<file path="src/rtl/tx_logic_if.sv">
// tx_logic_if: bundles the TX FIFO handshake and the serial pin outputs of the
// SSP transmit block.
//   tx_fifo_empty - FIFO empty flag (FIFO -> tx)
//   TxData        - FIFO head word, first-word-fall-through (FIFO -> tx)
//   read_fifo     - one-PCLK pop strobe (tx -> FIFO)
//   SSPCLKOUT     - serial clock, PCLK/2
//   SSPFSSOUT     - frame sync, one SSPCLKOUT period ahead of each MSB
//   SSPTXD        - serial data, MSB first
//   SSPOE_B       - active-low pad output enable
// master = the transmitter, slave = the FIFO / pad side.
interface tx_logic_if #(parameter int DATA_WIDTH = 8);
  logic                  tx_fifo_empty;
  logic [DATA_WIDTH-1:0] TxData;
  logic                  read_fifo;
  logic                  SSPCLKOUT;
  logic                  SSPFSSOUT;
  logic                  SSPTXD;
  logic                  SSPOE_B;

  modport master (
    input  tx_fifo_empty, TxData,
    output read_fifo, SSPCLKOUT, SSPFSSOUT, SSPTXD, SSPOE_B
  );

  modport slave (
    output tx_fifo_empty, TxData,
    input  read_fifo, SSPCLKOUT, SSPFSSOUT, SSPTXD, SSPOE_B
  );
endinterface

</file>
<file path="src/rtl/tx_logic.sv">
// tx_logic: transmit half of the SSP serial port.
// Pops words from a first-word-fall-through TX FIFO and shifts them out MSB
// first on SSPTXD, clocked by SSPCLKOUT = PCLK/2. A one-period SSPFSSOUT pulse
// precedes each word; if the FIFO still has data when the last bit starts,
// FSS is raised over that last bit and the next word follows with no gap.
// Ports:
//   PCLK    - system clock, all logic on posedge
//   CLEAR_B - asynchronous active-low reset; aborts any frame in flight
//   bus     - tx_logic_if.master (FIFO handshake + serial pins)
module tx_logic #(
  parameter int DATA_WIDTH = 8
) (
  input  logic          PCLK,
  input  logic          CLEAR_B,
  tx_logic_if.master    bus
);

  localparam int CW = (DATA_WIDTH > 1) ? $clog2(DATA_WIDTH) : 1;
  localparam logic [CW-1:0] LAST = CW'(DATA_WIDTH - 1);

  typedef enum logic [1:0] {IDLE, SYNC, SHIFT} state_t;

  state_t                state, state_nx;
  logic [CW-1:0]         cnt, cnt_nx;
  logic [DATA_WIDTH-1:0] shreg, shreg_nx;
  logic                  txd, txd_nx;
  logic                  fss, fss_nx;
  logic                  rd, rd_nx;
  logic                  clk_div;
  logic                  oe_b;
  logic                  tick;
  logic                  load;

  // SSPCLKOUT is 0 right before a tick edge, 1 right before a fall edge.
  assign tick = ~clk_div;

  // Divider, pop strobe and pad enable. The enable only moves on falls so
  // it brackets the frame by half a serial period on each side.
  always_ff @(posedge PCLK or negedge CLEAR_B) begin
    if (!CLEAR_B) begin
      clk_div <= 1'b0;
      rd      <= 1'b0;
      oe_b    <= 1'b1;
    end else begin
      clk_div <= ~clk_div;
      rd      <= rd_nx;
      if (!tick)
        oe_b <= ~((state == SYNC) || (state == SHIFT));
    end
  end

  // FSM and shift datapath, advanced on ticks only.
  always_ff @(posedge PCLK or negedge CLEAR_B) begin
    if (!CLEAR_B) begin
      state <= IDLE;
      cnt   <= '0;
      shreg <= '0;
      txd   <= 1'b0;
      fss   <= 1'b0;
    end else if (tick) begin
      state <= state_nx;
      cnt   <= cnt_nx;
      shreg <= shreg_nx;
      txd   <= txd_nx;
      fss   <= fss_nx;
    end
  end

  always_comb begin
    state_nx = state;
    cnt_nx   = cnt;
    shreg_nx = shreg;
    txd_nx   = txd;
    fss_nx   = fss;
    load     = 1'b0;

    case (state)
      IDLE: begin
        txd_nx = 1'b0;
        fss_nx = 1'b0;
        if (!bus.tx_fifo_empty) begin
          fss_nx   = 1'b1;
          state_nx = SYNC;
        end
      end
      SYNC: begin
        // No empty re-check: only this block pops the FIFO.
        load = 1'b1;
      end
      SHIFT: begin
        if (cnt == LAST) begin
          // FSS raised over the last bit means a follow-on word is waiting.
          if (fss) begin
            load = 1'b1;
          end else begin
            txd_nx   = 1'b0;
            cnt_nx   = '0;
            state_nx = IDLE;
          end
        end else begin
          cnt_nx   = cnt + CW'(1);
          shreg_nx = shreg << 1;
          txd_nx   = shreg[DATA_WIDTH-2];
          if (cnt_nx == LAST)
            fss_nx = ~bus.tx_fifo_empty;
        end
      end
      default: state_nx = IDLE;
    endcase

    if (load) begin
      shreg_nx = bus.TxData;
      txd_nx   = bus.TxData[DATA_WIDTH-1];
      fss_nx   = 1'b0;
      cnt_nx   = '0;
      state_nx = SHIFT;
    end
  end

  // Pop on the cycle after the load tick; the FIFO advances on the next
  // edge (a fall), so the new head is settled before the next tick.
  assign rd_nx = load & tick;

  assign bus.read_fifo = rd;
  assign bus.SSPCLKOUT = clk_div;
  assign bus.SSPFSSOUT = fss;
  assign bus.SSPTXD    = txd;
  assign bus.SSPOE_B   = oe_b;

endmodule

</file>
<file path="src/flat_wrapper.sv">
// flat-port wrapper written by rule: the top's interface ports become plain ports
module tx_logic_flat 
#(
  parameter int DATA_WIDTH = 8
)
  (PCLK, CLEAR_B, bus_tx_fifo_empty, bus_TxData, bus_read_fifo, bus_SSPCLKOUT, bus_SSPFSSOUT, bus_SSPTXD, bus_SSPOE_B);
  tx_logic_if #(.DATA_WIDTH(DATA_WIDTH)) bus_i ();
  input  logic PCLK;
  input  logic CLEAR_B;
  input wire logic [$bits(bus_i.tx_fifo_empty)-1:0] bus_tx_fifo_empty;
  input wire logic [$bits(bus_i.TxData)-1:0] bus_TxData;
  output wire logic [$bits(bus_i.read_fifo)-1:0] bus_read_fifo;
  output wire logic [$bits(bus_i.SSPCLKOUT)-1:0] bus_SSPCLKOUT;
  output wire logic [$bits(bus_i.SSPFSSOUT)-1:0] bus_SSPFSSOUT;
  output wire logic [$bits(bus_i.SSPTXD)-1:0] bus_SSPTXD;
  output wire logic [$bits(bus_i.SSPOE_B)-1:0] bus_SSPOE_B;
  assign bus_i.tx_fifo_empty = bus_tx_fifo_empty;
  assign bus_i.TxData = bus_TxData;
  assign bus_read_fifo = bus_i.read_fifo;
  assign bus_SSPCLKOUT = bus_i.SSPCLKOUT;
  assign bus_SSPFSSOUT = bus_i.SSPFSSOUT;
  assign bus_SSPTXD = bus_i.SSPTXD;
  assign bus_SSPOE_B = bus_i.SSPOE_B;
  tx_logic #(.DATA_WIDTH(DATA_WIDTH)) u_core (.PCLK(PCLK), .CLEAR_B(CLEAR_B), .bus(bus_i));
endmodule
</file>
<file path="config.mk">
export PLATFORM = sky130hd
export DESIGN_NAME = tx_logic_flat
export DESIGN_NICKNAME = d
export VERILOG_FILES = /design/src/rtl/tx_logic_if.sv /design/src/rtl/tx_logic.sv /design/src/flat_wrapper.sv
export SDC_FILE = /design/constraint.sdc
export NUM_CORES = 1
export LEC_CHECK = 0
export CAP_MARGIN = 20
export CORE_AREA = 5 5 47 49
export CTS_BUF_LIST = sky130_fd_sc_hd__clkbuf_2 sky130_fd_sc_hd__clkbuf_4 sky130_fd_sc_hd__clkbuf_8
export CTS_CLUSTER_DIAMETER = 30
export DETAILED_ROUTE_END_ITERATION = 16
export DIE_AREA = 0 0 52 54
export PLACE_DENSITY = 0.86
export SLEW_MARGIN = 20
export SYNTH_ARGS = -nofsm -noshare
export SYNTH_HDL_FRONTEND = slang
export SYNTH_SLANG_ARGS = --single-unit
</file>
<file path="constraint.sdc">
create_clock -name PCLK -period 5.1 [get_ports PCLK]
set_input_delay 1.275 -clock PCLK [delete_from_list [all_inputs] [get_ports PCLK]]
set_output_delay 1.275 -clock PCLK [all_outputs]
set_load 0.05 [all_outputs]
</file>
* Word-level counts from Yosys, hierarchy flattened *
Cells that the tools add are included.

storage, ports and cells
  register bits after elaboration = 17
  output and inout port bits = 5
  word-level logic and storage cells = 59
  bits of input ports = 11

cells by class
  reduce and logical (&&, ||, !) cells = 9
  muxes and demuxes = 24
  add/sub/neg operators = 1
  equality and inequality tests = 13
  bitwise logic cells = 4

operator list
  cell                                                   number
  2-to-1 mux 7 bit                                       3
  2-to-1 mux 3 bit                                       4
  inequality test 3 x 2 -> 1 bit, second input constant  4
  2-to-1 mux 1 bit                                       9
  AND reduction 3 bit                                    3
  2-to-1 mux 2 bit                                       4
  equality test 3 bit, second input constant             2
  inequality test 3 bit, second input constant           2
  one-hot mux 1 bit (2 select lines)                     3
  one-hot mux 2 bit (3 select lines)                     1
  AND reduction 5 bit                                    1
  inequality test 2 x 1 -> 1 bit, second input constant  2
  inequality test 4 bit, second input constant           1
  AND reduction 4 bit                                    1
  adder 3 x 1 -> 3 bit, second input constant            1
  inverter 1 bit                                         3
  nonzero test 3 bit                                     1
  equality test 2 x 1 -> 1 bit, second input constant    1
  equality test 2 bit, second input constant             1
  zero test 2 bit                                        1
  nonzero test 2 bit                                     1
  AND 1 bit                                              1
  logical OR 1 bit                                       1

* Logic depth before layout (Yosys ltp) *
Gate-level depths: netlist of run 1.

  depth after elaboration = 6
  depth in mapped cells = 7
  gate-level depth less buffers = 6

* Least setup slack after synthesis of run 1 *
No wires, ideal clock.

  kind = flip-flop to flip-flop
  from = reg u_core.cnt[0]
  to = reg u_core.shreg[1]
  arrival time = 1.860 ns
  setup slack = 3.116 ns
  required time = 4.975 ns
  path buffers = 1
  cell stages (with the launch flop) = 8
  period minus slack after synthesis = 1.984 ns
  library setup time = 0.125 ns
  cell sequence = dfrtp_1 -> ha_1 -> ha_1 -> a31oi_1 -> nand2b_1 -> buf_6 -> mux2_4 -> mux2_2

on the way
  word-level cells in the longest chain between the ends = 5
  elaborated cells on any way between the ends = 7
  classes of those cells = eq/ne (2); mux (3); reduce/logical (2)

ends and longest elaborated chain
  element                                                                                RTL line        source
  start: declaration                                                                     tx_logic.sv:24  logic [CW-1:0] cnt, cnt_nx;
  start signal: assignment                                                               tx_logic.sv:62  cnt <= cnt_nx;
  equality test 3 bit (*)                                                                tx_logic.sv:91  if (cnt == LAST) begin
  2-to-1 mux 1 bit                                                                       tx_logic.sv:91
  one-hot mux 1 bit (2 select lines)                                                     tx_logic.sv:77  case (state)
  inequality test 2 x 1 -> 1 bit (no line) / nonzero test 2 bit (equally long branches)  -
  AND reduction 3 bit (no line)                                                          -
  end signal: assignment                                                                 tx_logic.sv:63  shreg <= shreg_nx;
  end: declaration                                                                       tx_logic.sv:25  logic [DATA_WIDTH-1:0] shreg, shreg_nx;

Mark *: on every way between the ends. The rest lies on a longest branch, timed or not.
A chain may end at the register's enable or synchronous reset.

* Final worst setup path of run 1 *
  from = reg u_core.clk_div, in the netlist u_core.bus.SSPCLKOUT
  to = out bus_SSPCLKOUT

RTL lines
  element                   RTL line            source
  start: declaration        tx_logic.sv:29      logic clk_div;
  start signal: assignment  tx_logic.sv:45      clk_div <= ~clk_div;
  end: declaration          flat_wrapper.sv:13  output wire logic [$bits(bus_i.SSPCLKOUT)-1:0] bus_SSPCLKOUT;

No word-level cell between the ends.

==> reports/qor.yml, run 1 <==
synthesis:
  syn_avg_cell_area_um2: 10.8
  async_reset_ff_frac: 1.00
  ys_warn_count: 0
  synth_ff_type: "dfrtp_1"
  synth_edf_count: 0
  synth_area_um2: 957
  netlist-cell-type-count: 28
  syn_inst: 89
  synth-seq-cells: 17
  yosysSeqAreaShare: 0.446
  synth_nets: 107
floorplan:
  placeableCoreArea_mm2: 0.00182
  initial_utilization: 0.525
  core.rowCount: 16
  ios: 16
  dieArea_mm2: 0.00281
  die_w_um: 52
  die_y_um: 54
cts:
  hold_buffers: 0
  cts_tree: "done"
  cts_buffer_depth: 2
  clkSinkCount: 17
  cts_max_level: 1
  clock_latency_ns: 0.30
  root_buffer: "clkbuf_4"
  cts_buffers: 3
  cts.clk_slew.worst_paths_ns: 0.10
  cts_resized: 0
  cts_setup_buffers: 0
grt:
  grt_antenna_before_repair: 0
  track_usage: 0.152
  first_global_vias: 696
  grt_pass1_wl_um: 3080
  grt-ovfl-total: 0
  grt_max_degree: 18
route:
  first_iter_violations: 14
  routed.top_layer: "met4"
  wl_um: 1820
  drcViolationCount: 0
  wl_met1_um: 821
  routedWlPerCell_um: 13.6
  num_vias: 723
  first_pass_iters: 4
  met2_length_um: 863
  vias_per_cell: 5.40
  wl_met3_um: 73
  postRouteAntennaNets: 0
critical_path:
  path_cells: "clkdlybuf4s50_1"
  cp_max_fo: 8
  crit_type: "flip-flop to output pin"
  crit_buf_inv: 1
  setup.worst_path.end_class: "output pin"
  crit_path_max_incr_delay_ns: 0.85
  cp.required_ns: 3.83
  crit_family: "buffers and inverters"
  cp-start-kind: "flip-flop"
  crit_slowest_cell: "clkdlybuf4s50_1"
  crit_arrival_ns: 1.64
sta:
  max_freq_ghz: 0.343
  rsz0062_at_grt: "false"
  finalClockSkew_ns: 0.00327
  period_share: 0.572
  slew_viol_final: 0
  relSlewSlack: 0.509
  min_period_ns: 2.92
  hold_viol_final: 0
  tns_ns: 0
  worst_pin_slew_ns: 0.734
  setup_viol: 0
place:
  dp_hpwl_um: 1340
  portBuffers: 15
  placedInstanceArea_mm2: 0.00113
  globalplace.congestion: 0.805
  dp_cells: 130
pwr:
  p_sw_uw: 249
  comb_power_share: 0.517
  switching_share: 0.414
  ir_drop_mv: 0.367
  intPower_uw: 353
  pwr-share-seq: 0.363
  pwr-share-clk: 0.120
  power_density_mw_per_mm2: 521
  p_leak_uw: 0.000547
layout:
  fin_nets: 126
  fillCellCount: 149
  area_delta_synth_final_pct: 20.9
  stdcell_count: 134
  finalInstanceArea_mm2: 0.00116
  layout-drive-gt1-share: 0.159
  diodes: 0
min_path:
  worstHoldPathType: "flip-flop to flip-flop"
run:
  drv_cap: 0
run_status:
  status: "finished, final reports clean"
## power by group through the flow
stage	clock, uW	sequential (uW)	combinational (uW)
3_3_place_gp	0	217	301
6_report	72.5	219	312
3_5_place_dp	0	222	310
2_1_floorplan	0	268	190
4_1_cts	75.9	219	313
5_1_grt	83.3	227	341
## placed cells by master (no fill, tap or decap), types with 2 or more instances in the layout
cell type | netlist | layout
a21oi_1 | 5 | 5
clkdlybuf4s50_1 | 0 | 15
o22ai_1 | 2 | 2
nand2_1 | 8 | 8
o21ai_0 | 6 | 6
nand3_1 | 4 | 4
mux2_2 | 6 | 6
clkbuf_4 | 0 | 3
mux2_4 | 6 | 6
nor3_1 | 2 | 2
a21o_1 | 2 | 2
dfrtp_1 | 16 | 16
ha_1 | 7 | 7
inv_1 | 5 | 5
nor2_1 | 5 | 5
## Yosys cell counts (2+ instances only)
cell | instances | area [um2]
nand2_1 | 8 | 30.0
dfrtp_1 | 16 | 400
ha_1 | 7 | 87.6
a21oi_1 | 5 | 25.0
nor2_1 | 5 | 18.8
inv_1 | 5 | 18.8
o22ai_1 | 2 | 12.5
nand3_1 | 4 | 20.0
mux2_4 | 6 | 90.1
nor3_1 | 2 | 10.0
o21ai_0 | 6 | 30.0
a21o_1 | 2 | 15.0
mux2_2 | 6 | 67.6
## tightest hold or removal path, stage by stage, from the launching register on
cell	delay (ns)
dfrtp_1	0.35
nand2_1	0.05
o21ai_0	0.06
## through the flow
| stage | hold WS, ns | total power [uW] | setup WS, ns | utilization |
|---|---|---|---|---|
| 3_3_place_gp | 0.464 | 518 | 2.53 | 0.620 |
| 5_1_grt | 0.541 | 651 | 2.14 | 0.635 |
| 3_5_place_dp | 0.480 | 532 | 2.52 | 0.620 |
| 6_report | 0.490 | 603 | 2.18 | 0.635 |
| 2_1_floorplan | 0.472 | 458 | 3.12 | - |
| 4_1_cts | 0.503 | 608 | 2.18 | 0.635 |
## final timing paths
path,cells after the start,slack (ns),to,from
min in group asynchronous,1,1.40,u_core.shreg[1],CLEAR_B
worst min-delay path,2,0.49,u_core.bus.SSPTXD,u_core.bus.SSPTXD
max in group asynchronous,1,3.23,u_core.cnt[1],CLEAR_B
worst max-delay path,1,2.18,bus_SSPCLKOUT,u_core.bus.SSPCLKOUT
worst max register to register,6,2.64,u_core.shreg[6],u_core.cnt[0]
worst min register to register,2,0.49,u_core.bus.SSPTXD,u_core.bus.SSPTXD
## final cells by class
class,count,area (um2),share of cell area
flip-flops and latches,17,427,0.369
well taps,27,33.8,0.0292
repair buffers,15,150,0.130
inverters,6,22.5,0.0195
multi-input cells,65,497,0.429
clock buffers,3,22.5,0.0195
clock inverters,1,5.00,0.00432
## kinds of logic after synthesis
group / synth area share
buf+inv: 0.0353
mux: 0.175
compound gates: 0.128
flops: 0.446
simple gates: 0.124
fa+ha+maj: 0.0915
## layer usage
| metal | up-vias | GRT usage |
|---|---|---|
| met5 | - | 0 |
| met4 | 0 | 0.0961 |
| met3 | 7 | 0.0388 |
| met2 | 17 | 0.253 |
| met1 | 345 | 0.175 |
| li1 | 354 | - |
## flip-flops by register name, indices dropped and copies added, names as in the netlist
register and cells:
u_core.bus.read_fifo 1, u_core.bus.SSPTXD 1, u_core.bus.SSPFSSOUT 1, u_core.cnt 3, u_core.state 2, u_core.bus.SSPOE_B 1, u_core.bus.SSPCLKOUT 1, u_core.shreg 7
No activity file was read; power rests on OpenSTA's default activity.
==> inputs of run 2 (changes only) <==
Settings changed: CORE_AREA 5 5 47 49 to 5 5 49 51, DIE_AREA 0 0 52 54 to 0 0 54 56, PLACE_DENSITY 0.86 to 0.79.
Clock period 5.1 ns to 3 ns, I/O delays scaled along.
==> run 2 against run 1 <==
Compared with the run above:
- first-iteration DRC count unchanged
- global-route usage down 1.6 points
- critical path depth is the same
- clock power is 86% higher
- wire length increased by 1.1%
- critical endpoint unchanged
- largest cell class unchanged
==> reports/qor.yml, run 2 (synthesized netlist as in run 1, its figures left out) <==
min_path:
  worstHoldPathType: "flip-flop to flip-flop"  # unchanged
  hp-start: "u_core.bus.SSPOE_B"  # was u_core.bus.SSPTXD
layout:
  fin_util: 0.610  # was 0.635
  final_cell_mix: "dfrtp_1, clkdlybuf4s50_1, nand2_1"  # unchanged
  finalInstanceArea_mm2: 0.00116  # about the same
  multi_input_area_um2: 497  # unchanged
  fin_nets: 126  # unchanged
  layout-drive-gt1-share: 0.159  # unchanged
  fillCellCount: 155  # was 149
  largestRegisters: "u_core.shreg x7, u_core.cnt x3, u_core.state x2"  # unchanged
  diodes: 0  # unchanged
  largest-register: "u_core.shreg"  # unchanged
  regArea_um2: 427  # unchanged
  final_common_cell: "dfrtp_1"  # unchanged
  area_delta_synth_final_pct: 21.2  # was 20.9%
  largest_reg_flops: 7  # unchanged
place:
  dp_hpwl_um: 1320  # was 1340 um
  placedInstanceArea_mm2: 0.00113  # unchanged
  portBuffers: 15  # unchanged
  globalplace.congestion: 0.831  # was 0.805
cts:
  hold_buffers: 0  # unchanged
  cts_tree: "done"  # unchanged
  cts_buffer_depth: 2  # unchanged
  cts_max_level: 1  # unchanged
  cts.clk_slew.worst_paths_ns: 0.10  # about the same
  cts_buffers: 3  # unchanged
  cts_setup_buffers: 0  # unchanged
  cts_resized: 0  # unchanged
  clkSinkCount: 17  # unchanged
  clock_latency_ns: 0.29  # was 0.30 ns
  root_buffer: "clkbuf_4"  # unchanged
critical_path:
  path_cells: "clkdlybuf4s50_1"  # unchanged
  crit_slowest_cell: "clkdlybuf4s50_1"  # unchanged
  cp.required_ns: 2.25  # was 3.83 ns
  setup.worst_path.end_class: "output pin"  # unchanged
  crit_arrival_ns: 1.65  # was 1.64 ns
  crit_family: "buffers and inverters"  # unchanged
  crit_buf_inv: 1  # unchanged
  crit_path_max_incr_delay_ns: 0.86  # was 0.85 ns
  startpoint: "u_core.bus.SSPCLKOUT"  # unchanged
  cp_max_fo: 8  # unchanged
  crit_type: "flip-flop to output pin"  # unchanged
  r2r_start: "u_core.cnt[0]"  # unchanged
  cp-start-kind: "flip-flop"  # unchanged
sta:
  rsz0062_at_grt: "false"  # unchanged
  relSlewSlack: 0.496  # was 0.509
  hold_viol_final: 0  # unchanged
  min_period_ns: 2.40
  slew_viol_final: 0  # unchanged
  max_freq_ghz: 0.417
  setup_viol: 0  # unchanged
  timing.hold.ws_ns: 0.500  # was 0.490 ns
  worst_pin_slew_ns: 0.754  # was 0.734 ns
  finalClockSkew_ns: 0.00126  # was 0.00327 ns
  tns_ns: 0  # unchanged
  period_share: 0.798
pwr:
  p_leak_uw: 0.000548  # was 0.000547 uW
  power_density_mw_per_mm2: 893  # was 521 mW/mm2
  power.total_uw: 1040  # was 603 uW
  ir_drop_mv: 0.447  # was 0.367 mV
run_status:
  status: "finished, final reports clean"  # unchanged
floorplan:
  initial_utilization: 0.503  # was 0.525
  dieArea_mm2: 0.00302  # was 0.00281 mm2
  placeableCoreArea_mm2: 0.00190  # was 0.00182 mm2
  die_w_um: 54  # was 52 um
  ios: 16  # unchanged
  core.rowCount: 16  # unchanged
  die_y_um: 56  # was 54 um
route:
  first_pass_iters: 4  # unchanged
  vias_per_cell: 5.34  # was 5.40
  first_iter_violations: 14  # unchanged
  routedWlPerCell_um: 13.7  # was 13.6 um
  wl_um: 1840  # was 1820 um
  postRouteAntennaNets: 0  # unchanged
  drcViolationCount: 0  # unchanged
  num_vias: 716  # was 723
grt:
  track_usage: 0.137  # was 0.152
  grt_pass1_wl_um: 3190  # was 3080 um
  grt_antenna_before_repair: 0  # unchanged
  grt-ovfl-total: 0  # unchanged
  grt_max_degree: 18  # unchanged
  first_global_vias: 748  # was 696
run:
  drv_cap: 0  # unchanged
==> run 2: cell count changes in the layout (fill, tap and decap cells not counted), sizes merged <==
cell	previous run	this run
clkinv	2	1
clkbuf	3	4
==> run 2: cell type report <==
cell class / instances / area share
well taps: 27 / 0.0291
clock buffers: 4 / 0.0259
inverters: 6 / 0.0194
repair buffers: 15 / 0.129
multi-input cells: 65 / 0.428
flip-flops and latches: 17 / 0.368
==> run 2: per-layer routing <==
metal / vias to the layer above / part of all wire / track usage
met4: 0 / 0.014 / 0.0569
met1: 333 / 0.48 / 0.180
met2: 24 / 0.47 / 0.215
li1: 355 / - / -
met5: - / 0 / 0
met3: 4 / 0.032 / 0.0241
==> run 2: report_power, final <==
part | leakage [uW] | internal (uW) | switching, uW | total (uW)
clock | 0.0000184 | 60.7 | 74.6 | 135
combinational | 0.000313 | 237 | 290 | 528
sequential | 0.000216 | 315 | 57.4 | 372
total | 0.000548 | 613 | 423 | 1040
==> run 2: path summary, 6_finish.rpt <==
check	cells after the start	slack (ns)	to
setup / recovery	1	0.60	bus_SSPCLKOUT
hold / removal	2	0.50	u_core.bus.SSPOE_B
setup reg to reg	6	0.66	u_core.shreg[6]
hold reg to reg	2	0.50	u_core.bus.SSPOE_B
max in group asynchronous	1	1.64	u_core.bus.SSPFSSOUT
min in group asynchronous	1	0.89	u_core.state[0]
==> run 2: metrics by stage <==
step / std cells / setup slack, ns
3_5_place_dp: 130 / 0.692
3_3_place_gp: 130 / 0.745
4_1_cts: 134 / 0.600
2_1_floorplan: 89 / 1.02
6_report: 134 / 0.605
5_1_grt: 134 / 0.495
